### src/rtl/sccb_pkg.sv
// Shared types and constants for the SCCB command arbiter.
package sccb_pkg;

  typedef enum logic [1:0] {
    IDLE  = 2'd0,
    ISSUE = 2'd1,
    GAP   = 2'd2
  } arb_state_e;

  localparam int SCCB_CMD_W         = 16;
  localparam int REGA_MSB           = 15;
  localparam int VALUE_MSB          = 7;
  localparam int DEF_GAP_CYCLES     = 16;
  localparam int DEF_TIMEOUT_CYCLES = 2_000_000;

  function automatic logic [7:0] cmd_rega(input logic [SCCB_CMD_W-1:0] cmd);
    return cmd[REGA_MSB:VALUE_MSB+1];
  endfunction

  function automatic logic [7:0] cmd_value(input logic [SCCB_CMD_W-1:0] cmd);
    return cmd[VALUE_MSB:0];
  endfunction

endpackage

### src/rtl/rr_pick.sv
// Combinational round-robin picker: first set bit of valid at or above ptr, with wrap.
module rr_pick #(
  parameter int N  = 2,
  parameter int IW = (N > 1) ? $clog2(N) : 1
) (
  input  logic [N-1:0]  valid,
  input  logic [IW-1:0] ptr,
  output logic          found,
  output logic [IW-1:0] idx
);

  logic [N-1:0]  rot_s;
  logic [IW-1:0] off_s;
  logic [IW:0]   sum_s;

  // Rotate so bit 0 is the pointer position, find the lowest set bit, rotate back.
  always_comb begin
    rot_s = N'({valid, valid} >> ptr);
    found = |rot_s;
    off_s = '0;
    for (int i = N - 1; i >= 0; i--) begin
      off_s = rot_s[i] ? IW'(i) : off_s;
    end
    sum_s = {1'b0, ptr} + {1'b0, off_s};
    idx   = (sum_s >= (IW+1)'(N)) ? IW'(sum_s - (IW+1)'(N)) : sum_s[IW-1:0];
  end

endmodule

### src/rtl/sccb_cmd_arbiter.sv
// Round-robin arbiter sharing one SCCB write engine among NUM_REQ command sources.
// Optional burst locking is enabled with macro SCCB_ARB_LOCK_EN.
module sccb_cmd_arbiter
  import sccb_pkg::*;
#(
  parameter int NUM_REQ        = 2,
  parameter int GAP_CYCLES     = DEF_GAP_CYCLES,
  parameter int TIMEOUT_CYCLES = DEF_TIMEOUT_CYCLES,
  localparam int IDW           = (NUM_REQ > 1) ? $clog2(NUM_REQ) : 1
) (
  input  logic                          clk,
  input  logic                          rst,
  input  logic [NUM_REQ-1:0]            req_valid,
  input  logic [SCCB_CMD_W*NUM_REQ-1:0] req_cmd,
`ifdef SCCB_ARB_LOCK_EN
  input  logic [NUM_REQ-1:0]            req_lock,
`endif
  output logic [NUM_REQ-1:0]            req_ack,
  output logic [NUM_REQ-1:0]            req_err,
  output logic                          send,
  output logic [7:0]                    rega,
  output logic [7:0]                    value,
  input  logic                          taken,
  output logic                          busy,
  output logic [IDW-1:0]                grant_id
);

  localparam int TW = $clog2(TIMEOUT_CYCLES + 1);
  localparam int GW = $clog2(GAP_CYCLES + 1);

  arb_state_e          state_q, state_d;
  logic [IDW-1:0]      rr_q, rr_d;
  logic [IDW-1:0]      grant_q, grant_d;
  logic [7:0]          rega_q, rega_d;
  logic [7:0]          value_q, value_d;
  logic                send_q, send_d;
  logic                busy_q, busy_d;
  logic [NUM_REQ-1:0]  ack_q, ack_d;
  logic [NUM_REQ-1:0]  err_q, err_d;
  logic [TW-1:0]       tmo_q, tmo_d;
  logic [GW-1:0]       gap_q, gap_d;

  logic                  pick_found_s;
  logic [IDW-1:0]        pick_idx_s;
  logic [SCCB_CMD_W-1:0] pick_cmd_s;
  logic [IDW-1:0]        rr_next_s;
  logic                  keep_s;

  rr_pick #(
    .N  (NUM_REQ),
    .IW (IDW)
  ) u_pick (
    .valid (req_valid),
    .ptr   (rr_q),
    .found (pick_found_s),
    .idx   (pick_idx_s)
  );

  assign pick_cmd_s = req_cmd[pick_idx_s*SCCB_CMD_W +: SCCB_CMD_W];
  assign rr_next_s  = (grant_q == IDW'(NUM_REQ - 1)) ? '0 : grant_q + IDW'(1);

`ifdef SCCB_ARB_LOCK_EN
  // A locked requester keeps the pointer on an ack; a timeout always moves it on.
  assign keep_s = req_lock[grant_q];
`else
  assign keep_s = 1'b0;
`endif

  // Next-state and output logic for the IDLE/ISSUE/GAP sequencer.
  always_comb begin
    state_d = state_q;
    rr_d    = rr_q;
    grant_d = grant_q;
    rega_d  = rega_q;
    value_d = value_q;
    send_d  = send_q;
    ack_d   = '0;
    err_d   = '0;
    tmo_d   = tmo_q;
    gap_d   = gap_q;
    case (state_q)
      IDLE: begin
        if (pick_found_s) begin
          grant_d = pick_idx_s;
          rega_d  = cmd_rega(pick_cmd_s);
          value_d = cmd_value(pick_cmd_s);
          send_d  = 1'b1;
          tmo_d   = '0;
          state_d = ISSUE;
        end else begin
          send_d  = 1'b0;
        end
      end
      ISSUE: begin
        if (taken) begin
          send_d         = 1'b0;
          ack_d[grant_q] = 1'b1;
          rr_d           = keep_s ? grant_q : rr_next_s;
          gap_d          = '0;
          state_d        = GAP;
        end else if (tmo_q == TW'(TIMEOUT_CYCLES - 1)) begin
          send_d         = 1'b0;
          err_d[grant_q] = 1'b1;
          rr_d           = rr_next_s;
          gap_d          = '0;
          state_d        = GAP;
        end else begin
          tmo_d = tmo_q + TW'(1);
        end
      end
      GAP: begin
        if (gap_q == GW'(GAP_CYCLES - 1)) begin
          state_d = IDLE;
        end else begin
          gap_d = gap_q + GW'(1);
        end
      end
      default: begin
        send_d  = 1'b0;
        state_d = IDLE;
      end
    endcase
    busy_d = (state_d != IDLE);
  end

  // State and registered outputs; reset drops send without acknowledging.
  always_ff @(posedge clk or posedge rst) begin
    if (rst) begin
      state_q <= IDLE;
      rr_q    <= '0;
      grant_q <= '0;
      rega_q  <= 8'h00;
      value_q <= 8'h00;
      send_q  <= 1'b0;
      busy_q  <= 1'b0;
      ack_q   <= '0;
      err_q   <= '0;
      tmo_q   <= '0;
      gap_q   <= '0;
    end else begin
      state_q <= state_d;
      rr_q    <= rr_d;
      grant_q <= grant_d;
      rega_q  <= rega_d;
      value_q <= value_d;
      send_q  <= send_d;
      busy_q  <= busy_d;
      ack_q   <= ack_d;
      err_q   <= err_d;
      tmo_q   <= tmo_d;
      gap_q   <= gap_d;
    end
  end

  assign req_ack  = ack_q;
  assign req_err  = err_q;
  assign send     = send_q;
  assign rega     = rega_q;
  assign value    = value_q;
  assign busy     = busy_q;
  assign grant_id = grant_q;

endmodule

### config.mk
export PLATFORM = sky130hd
export DESIGN_NAME = sccb_cmd_arbiter
export DESIGN_NICKNAME = d
export VERILOG_FILES = /design/src/rtl/sccb_pkg.sv /design/src/rtl/rr_pick.sv /design/src/rtl/sccb_cmd_arbiter.sv
export SDC_FILE = /design/constraint.sdc
export NUM_CORES = 1
export LEC_CHECK = 0
export ABC_AREA = 1
export ABC_CLOCK_PERIOD_IN_PS = 4150
export BUFFER_PORTS_ARGS = -buffer_cell sky130_fd_sc_hd__buf_2
export CAP_MARGIN = 20
export CORE_AREA = 2 2 111 59
export CTS_BUF_LIST = sky130_fd_sc_hd__clkbuf_8 sky130_fd_sc_hd__clkbuf_16
export CTS_CLUSTER_DIAMETER = 30
export DETAILED_ROUTE_END_ITERATION = 12
export DIE_AREA = 0 0 113 61
export PLACE_DENSITY = 0.78
export SETUP_SLACK_MARGIN = 0.2
export SLEW_MARGIN = 15
export SYNTH_ARGS = -nofsm -noshare
export SYNTH_HDL_FRONTEND = slang
export SYNTH_SLANG_ARGS = --single-unit
### constraint.sdc
create_clock -name clk -period 4.15 [get_ports clk]
set_input_delay 0.83 -clock clk [delete_from_list [all_inputs] [get_ports clk]]
set_output_delay 0.83 -clock clk [all_outputs]
set_load 0.05 [all_outputs]
==> results of run 1 <==
[final cells by class]
| class | instances | area, um2 | share of cell area |
|---|---|---|---|
| tap | 77 | 96.34 | 0.02833 |
| timing repair buffer | 60 | 302.8 | 0.08904 |
| multi-input combinational | 307 | 1396 | 0.4106 |
| sequential | 52 | 1301 | 0.3826 |
| clock buffer | 7 | 152.6 | 0.04489 |
| inverter | 32 | 121.4 | 0.03569 |
| clock inverter | 1 | 30.03 | 0.008830 |
[sequential cells by signal (all words and copies together) (netlist names), 2 cells and up]
signal,count
value,8
gap_q,5
state_q,2
tmo_q,21
req_ack,2
req_err,2
rega,8
[power by group]
part           internal (mW)  total [mW]  switching, mW
Clock                  0.318       0.499          0.181
Sequential             0.639       0.730         0.0913
Combinational          0.212       0.969          0.756
Total                   1.17        2.20           1.03
[critical path: stages]
cell and delay [ns]:
buf_2 0.11, o21ai_2 0.56, clkinv_1 0.66, o21ai_0 0.32
inv_1 0.06
[Yosys cell counts (all sizes together)]
cell / number
nor2: 68
nand3b: 1
nand3: 31
nor3: 7
clkinv: 1
nand4: 7
nand2: 122
ha: 3
inv: 31
xor2: 9
and2: 2
buf: 7
a21oi: 33
o21ai: 21
and3: 1
clkbuf: 5
dfrtp: 52
or2: 2
[cell families (layout without fill, tap and decap cells)]
kind of cell	count (synthesis)	in the layout	share of synthesized area
DFF	52	52	0.4504
adders and majority gates	3	3	0.01299
xor gates and xnor gates	9	9	0.02729
and+or+nand+nor	241	241	0.3482
buffers and inverters	44	100	0.06626
AOI/OAI and AO/OA	54	54	0.09485
[how the worst max path moves through the flow]
| stage | from | to | slack (ns) | depth (start not counted) |
|---|---|---|---|---|
| floorplan | rst | busy | 2.06 | 1 |
| global placement | req_valid[1] | rega[6] | 1.53 | 5 |
| detailed placement | req_valid[1] | rega[3] | 1.43 | 5 |
| CTS | req_valid[1] | rega[3] | 1.74 | 5 |
| global route | req_valid[0] | grant_id | 1.54 | 5 |
| finish | req_valid[0] | grant_id | 1.79 | 5 |
[routing by layer]
metal | GRT usage | vias to the layer above | part of all wire | wire length, um
met5 | 0 | - | 0 | 0
met1 | 0.3808 | 1303 | 0.52 | 3927
met4 | 0.03659 | 0 | 0.0056 | 43
met3 | 0.07093 | 6 | 0.10 | 787
li1 | - | 1402 | - | -
met2 | 0.2712 | 145 | 0.37 | 2854
[layout by cell type, fill, tap and decap left out, types with 2 or more instances in the layout]
master,n
nand4_1,7
inv_2,3
o21ai_1,6
ha_1,3
and2_1,2
inv_1,27
clkbuf_8,2
or2_2,2
nand3_1,30
o21ai_0,14
dfrtp_1,52
nor3_1,7
xor2_1,9
a21oi_1,33
clkbuf_16,5
nor2_1,67
buf_2,59
nand2_1,121
==> results_dict.tcl, run 1 <==
set metrics [dict create \
    status "complete, but fails checks" \
    violations "DRC" \
    syn-num-nets 443 \
    reg2reg_slack_ns 1.95 \
    postLayoutCellArea_mm2 0.003401 \
    clkSinkCount 52 \
    cellPowerDensity_mw_per_mm2 646.1 \
    crit_required_ns 4.34 \
    portBuffers 59 \
    antenna_found_initial 0 \
    fin_util 0.5758 \
    dr.first_iter.drc_count 320 \
    cts_setup_buffers 0 \
    clockBufferDepth 2 \
    path_clk_slew_ns 0.07 \
    dieArea_mm2 0.006893 \
    clockRootBuffer "clkbuf_16" \
    ys_ff_latch 52 \
    fin_tns_setup_ns 0 \
    synth_cell_types 26 \
    grt_max_degree 53 \
    htreeDepth 2 \
    core_mm2 0.005906 \
    netlist_area_mm2 0.002889 \
    regToRegEndpoint "tmo_q[7]" \
    arrival_ns 2.54 \
    path_max_fanout 19 \
    wl_per_cell_um 14.20 \
    min_period_over_period 0.5683 \
    grt_usage 0.2264 \
    fin_skew_ns 0.007913 \
    slew_headroom 0.3881 \
    hp-start "gap_q[4]" \
    timing.rr.start "tmo_q[0]" \
    grt_pass1_vias 2367 \
    grt_pass1_wl_um 12070 \
    p_leak_nw 1.582 \
    fmax_mhz 424.0 \
    worstSetupPathType "input port to flip-flop" \
    synth_top_area_frac 0.4504 \
    post-route-drc-count 5 \
    cap_violations 0 \
    io_pins 60 \
    initial_core_util 0.4892 \
    worst_pin_slew_ns 0.9179 \
    drt-total-wl_um 7613 \
    yosysWarnings 0 \
    die_w_um 113 \
    fin_cells 536 \
    gp_congestion 0.9429 \
    yosysTopAreaCell "dfrtp_1" \
    reg2reg_depth 10 \
    startpoint_type "input port" \
    hold_slack_ns 0.5021 \
    dr.pass1.iters 9 \
    post_dp_cell_area_mm2 0.003209 \
    die_height_um 61 \
    antennaDiodeCount 0 \
    hpwl_um 5652 \
    vias 2856 \
    cts_hold_buf 0 \
    fill_cells 535 \
    post_cts_resized 0 \
    irDropWorstVdd_v 0.0003374 \
    holdPathEnd "gap_q[4]" \
    post-route-min-period_ns 2.358 \
    clock_latency_ns 0.29 \
    synthCells 403 \
    cts_tree "yes" \
    crit_path_end_kind "flip-flop" \
    slew_viol_final 0 \
    gr-total-overflow 0 \
    seq_area_frac_synth 0.4504 \
    numCtsBuffers 5 \
    p_total_mw 2.197 \
    dp_slack_ns 1.428 \
    rows 20 \
    worst_slack_ns 1.792 \
    hold_depth 2 \
    fin_nets 498 \
    place_inst 527 \
    synthTopCellsByArea "dfrtp_1 (45%), nand2_1 (16%), nor2_1 (8.7%)" \
    setup_viol 0 \
    drive_gt1_frac 0.1699 \
    hold_viol 0 \
    antenna_left 0 \
    hp-class "flip-flop to flip-flop" \
    syn2layout_area_growth_pct 17.71 \
    rsz0062_at_grt "no" \
    syn_avg_cell_area_um2 7.169 \
    viasPerCell 5.328 \
]
No activity file was read; power rests on OpenSTA's default activity.
==> run 2, diff against run 1 <==
Settings changed: ABC_AREA 1 to 0, ABC_CLOCK_PERIOD_IN_PS 4150 to 2100, CORE_AREA 2 2 111 59 to 2 2 107 57, DIE_AREA 0 0 113 61 to 0 0 109 59, PLACE_DENSITY 0.78 to 0.79.
Clock period 4.15 ns to 2.1 ns, I/O delays scaled along.
==> run 2 against run 1 <==
Net effect: the run now ends clean; register-to-register slack lost 1.7 ns; sequential share of layout area grew 2.1 points; clock skew shrank 0.0010 ns; hold slack lost 0.30 ns; sequential power grew 100%; cell area shrank 4.8%; highest routed layer unchanged.
==> results_dict.tcl, run 2 <==
set metrics [dict create \
    antenna_left 0 \
    synth_edf_count 0 \
    drt-total-wl_um 6331 \
    hpwl_um 4341 \
    cts_tree "yes" \
    p_total_mw 4.069 \
    slew_viol_final 0 \
    dieArea_mm2 0.006431 \
    rsz0062_at_grt "yes" \
    min_period_over_period 0.9007 \
    clockBufferDepth 2 \
    crit_path_end_kind "flip-flop" \
    final_common_cell "buf_2" \
    clock_latency_ns 0.30 \
    viasPerCell 5.818 \
    cts_hold_buf 0 \
    crit_required_ns 2.34 \
    post-route-min-period_ns 1.892 \
    htreeDepth 2 \
    status "finished, final reports clean" \
    seq_area_frac_synth 0.5046 \
    cellPowerDensity_mw_per_mm2 1257 \
    largest-register "tmo_q" \
    regToRegEndpoint "tmo_q[9]" \
    synth_top_area_frac 0.5046 \
    yosysTopAreaCell "dfrtp_1" \
    grt_usage 0.2073 \
    synth_common_cells "dfrtp_1 (52), nand2_1 (32), o21ai_0 (25)" \
    gp_congestion 0.9544 \
    drive_gt1_frac 0.3324 \
    synthMostInstantiatedCell "dfrtp_1" \
    post-route-drc-count 0 \
    timing.rr.start "tmo_q[0]" \
    fin_skew_ns 0.006897 \
    post_dp_cell_area_mm2 0.003018 \
    portBuffers 59 \
    gr-total-overflow 0 \
    reg2reg_depth 7 \
    synthTopCellsByArea "dfrtp_1 (50%), mux2i_1 (7.0%), o21ai_0 (4.9%)" \
    vias 2403 \
    dr.pass1.iters 5 \
    grt_pass1_vias 2269 \
    largest_reg_flops 21 \
    cap_violations 0 \
    path_clk_slew_ns 0.09 \
    setup_viol 0 \
    async_flop_share 1.000 \
    synth_cell_types 40 \
    arrival_ns 2.13 \
    die_height_um 59 \
    postLayoutCellArea_mm2 0.003238 \
    synthCells 267 \
    ys.flop_type "dfrtp_1" \
    antennaDiodeCount 0 \
    die_w_um 109 \
    initial_core_util 0.4779 \
    numCtsBuffers 5 \
    core_mm2 0.005396 \
    netlist_area_mm2 0.002579 \
    worst_pin_slew_ns 0.6586 \
    startpoint_type "flip-flop" \
    clkSinkCount 52 \
    fin_nets 380 \
    path_max_fanout 5 \
    syn2layout_area_growth_pct 25.57 \
    rows 19 \
    p_leak_nw 1.536 \
    ys_ff_latch 52 \
    reg2reg_slack_ns 0.21 \
    fmax_mhz 528.7 \
    grt_pass1_wl_um 10360 \
    antenna_found_initial 0 \
    wl_per_cell_um 15.33 \
    syn_avg_cell_area_um2 9.658 \
    io_pins 60 \
    grt_max_degree 31 \
    fin_tns_setup_ns 0 \
    dr.first_iter.drc_count 168 \
    hp-class "input port to async pin" \
    irDropWorstVdd_v 0.001034 \
    fill_cells 432 \
    clockRootBuffer "clkbuf_8" \
    yosysWarnings 0 \
    worstSetupPathType "flip-flop to flip-flop" \
    syn-num-nets 307 \
    hold_viol 0 \
    mostFrequentLayoutCells "buf_2 (60), dfrtp_1 (47), nand2_1 (32)" \
    slew_headroom 0.5603 \
]
[run 2: cell type report]
cell class	instances	area, um2	share of cell area
Sequential cell	52	1308	0.4038
Multi-Input combinational cell	196	1264	0.3903
Timing Repair Buffer	79	471.7	0.1457
Tap cell	73	91.34	0.02821
Clock buffer	5	68.82	0.02125
Inverter	6	22.52	0.006955
Clock inverter	2	12.51	0.003864
[run 2: stage by stage]
stage               setup slack [ns]  utilization  cells  hold slack, ns
finish                        0.2085       0.6000    413          0.1991
floorplan                     0.2630            -    267          0.4916
CTS                           0.1619       0.5817    406          0.2114
detailed placement           0.02341       0.5592    396          0.4674
global placement              0.1667       0.5592    396          0.4579
global route                  0.1226       0.6000    413          0.2557
[run 2: cells by family (layout without fill, tap and decap cells)]
group,count (synthesis),count (layout),share of synthesized area
adders and majority gates,4,4,0.01844
AOI/OAI and AO/OA,60,60,0.1422
muxes,18,18,0.06987
xor gates and xnor gates,8,8,0.02717
buffers and inverters,19,92,0.02863
DFF,52,52,0.5046
and+or+nand+nor,106,106,0.2091
[run 2: worst max-delay path by stage]
| stage | slack [ns] | endpoint | startpoint | cells past startpoint |
|---|---|---|---|---|
| after detailed placement | 0.02 | tmo_q[9] | req_valid[1] | 7 |
| after floorplan | 0.26 | tmo_q[15] | tmo_q[0] | 7 |
| after global placement | 0.17 | tmo_q[9] | req_valid[1] | 7 |
| final | 0.21 | tmo_q[9] | tmo_q[0] | 7 |
| after CTS | 0.16 | tmo_q[9] | tmo_q[0] | 7 |
| after global routing | 0.12 | tmo_q[6] | tmo_q[8] | 6 |
[run 2: critical path, stage by stage, from the launching register on]
cell     delay [ns]
dfrtp_1        0.43
ha_2           0.22
and4_4         0.20
nand3_2        0.10
o21ai_2        0.10
buf_6          0.16
or4_1          0.49
a21oi_2        0.13
[run 2: per-layer routing]
metal | global-route usage | up-vias | wire (um)
li1 | - | 1112 | -
met1 | 0.2653 | 1168 | 2677
met2 | 0.3531 | 102 | 3093
met3 | 0.04615 | 21 | 411
met4 | 0.07326 | 0 | 148
met5 | 0 | - | 0
[run 2: timing repair]
action                                  CTS  global route
endpoints found under the setup margin    4            19
gates cloned                              1             0
setup buffers                             2             7
pin swaps                                 1             3
gates resized for setup                   5            19
[run 2: power by group]
group	leakage (nW)	switching [mW]	internal [mW]	total (mW)
Sequential	0.673	0.206	1.27	1.48
Combinational	0.823	1.44	0.603	2.04
Clock	0.0400	0.323	0.226	0.549
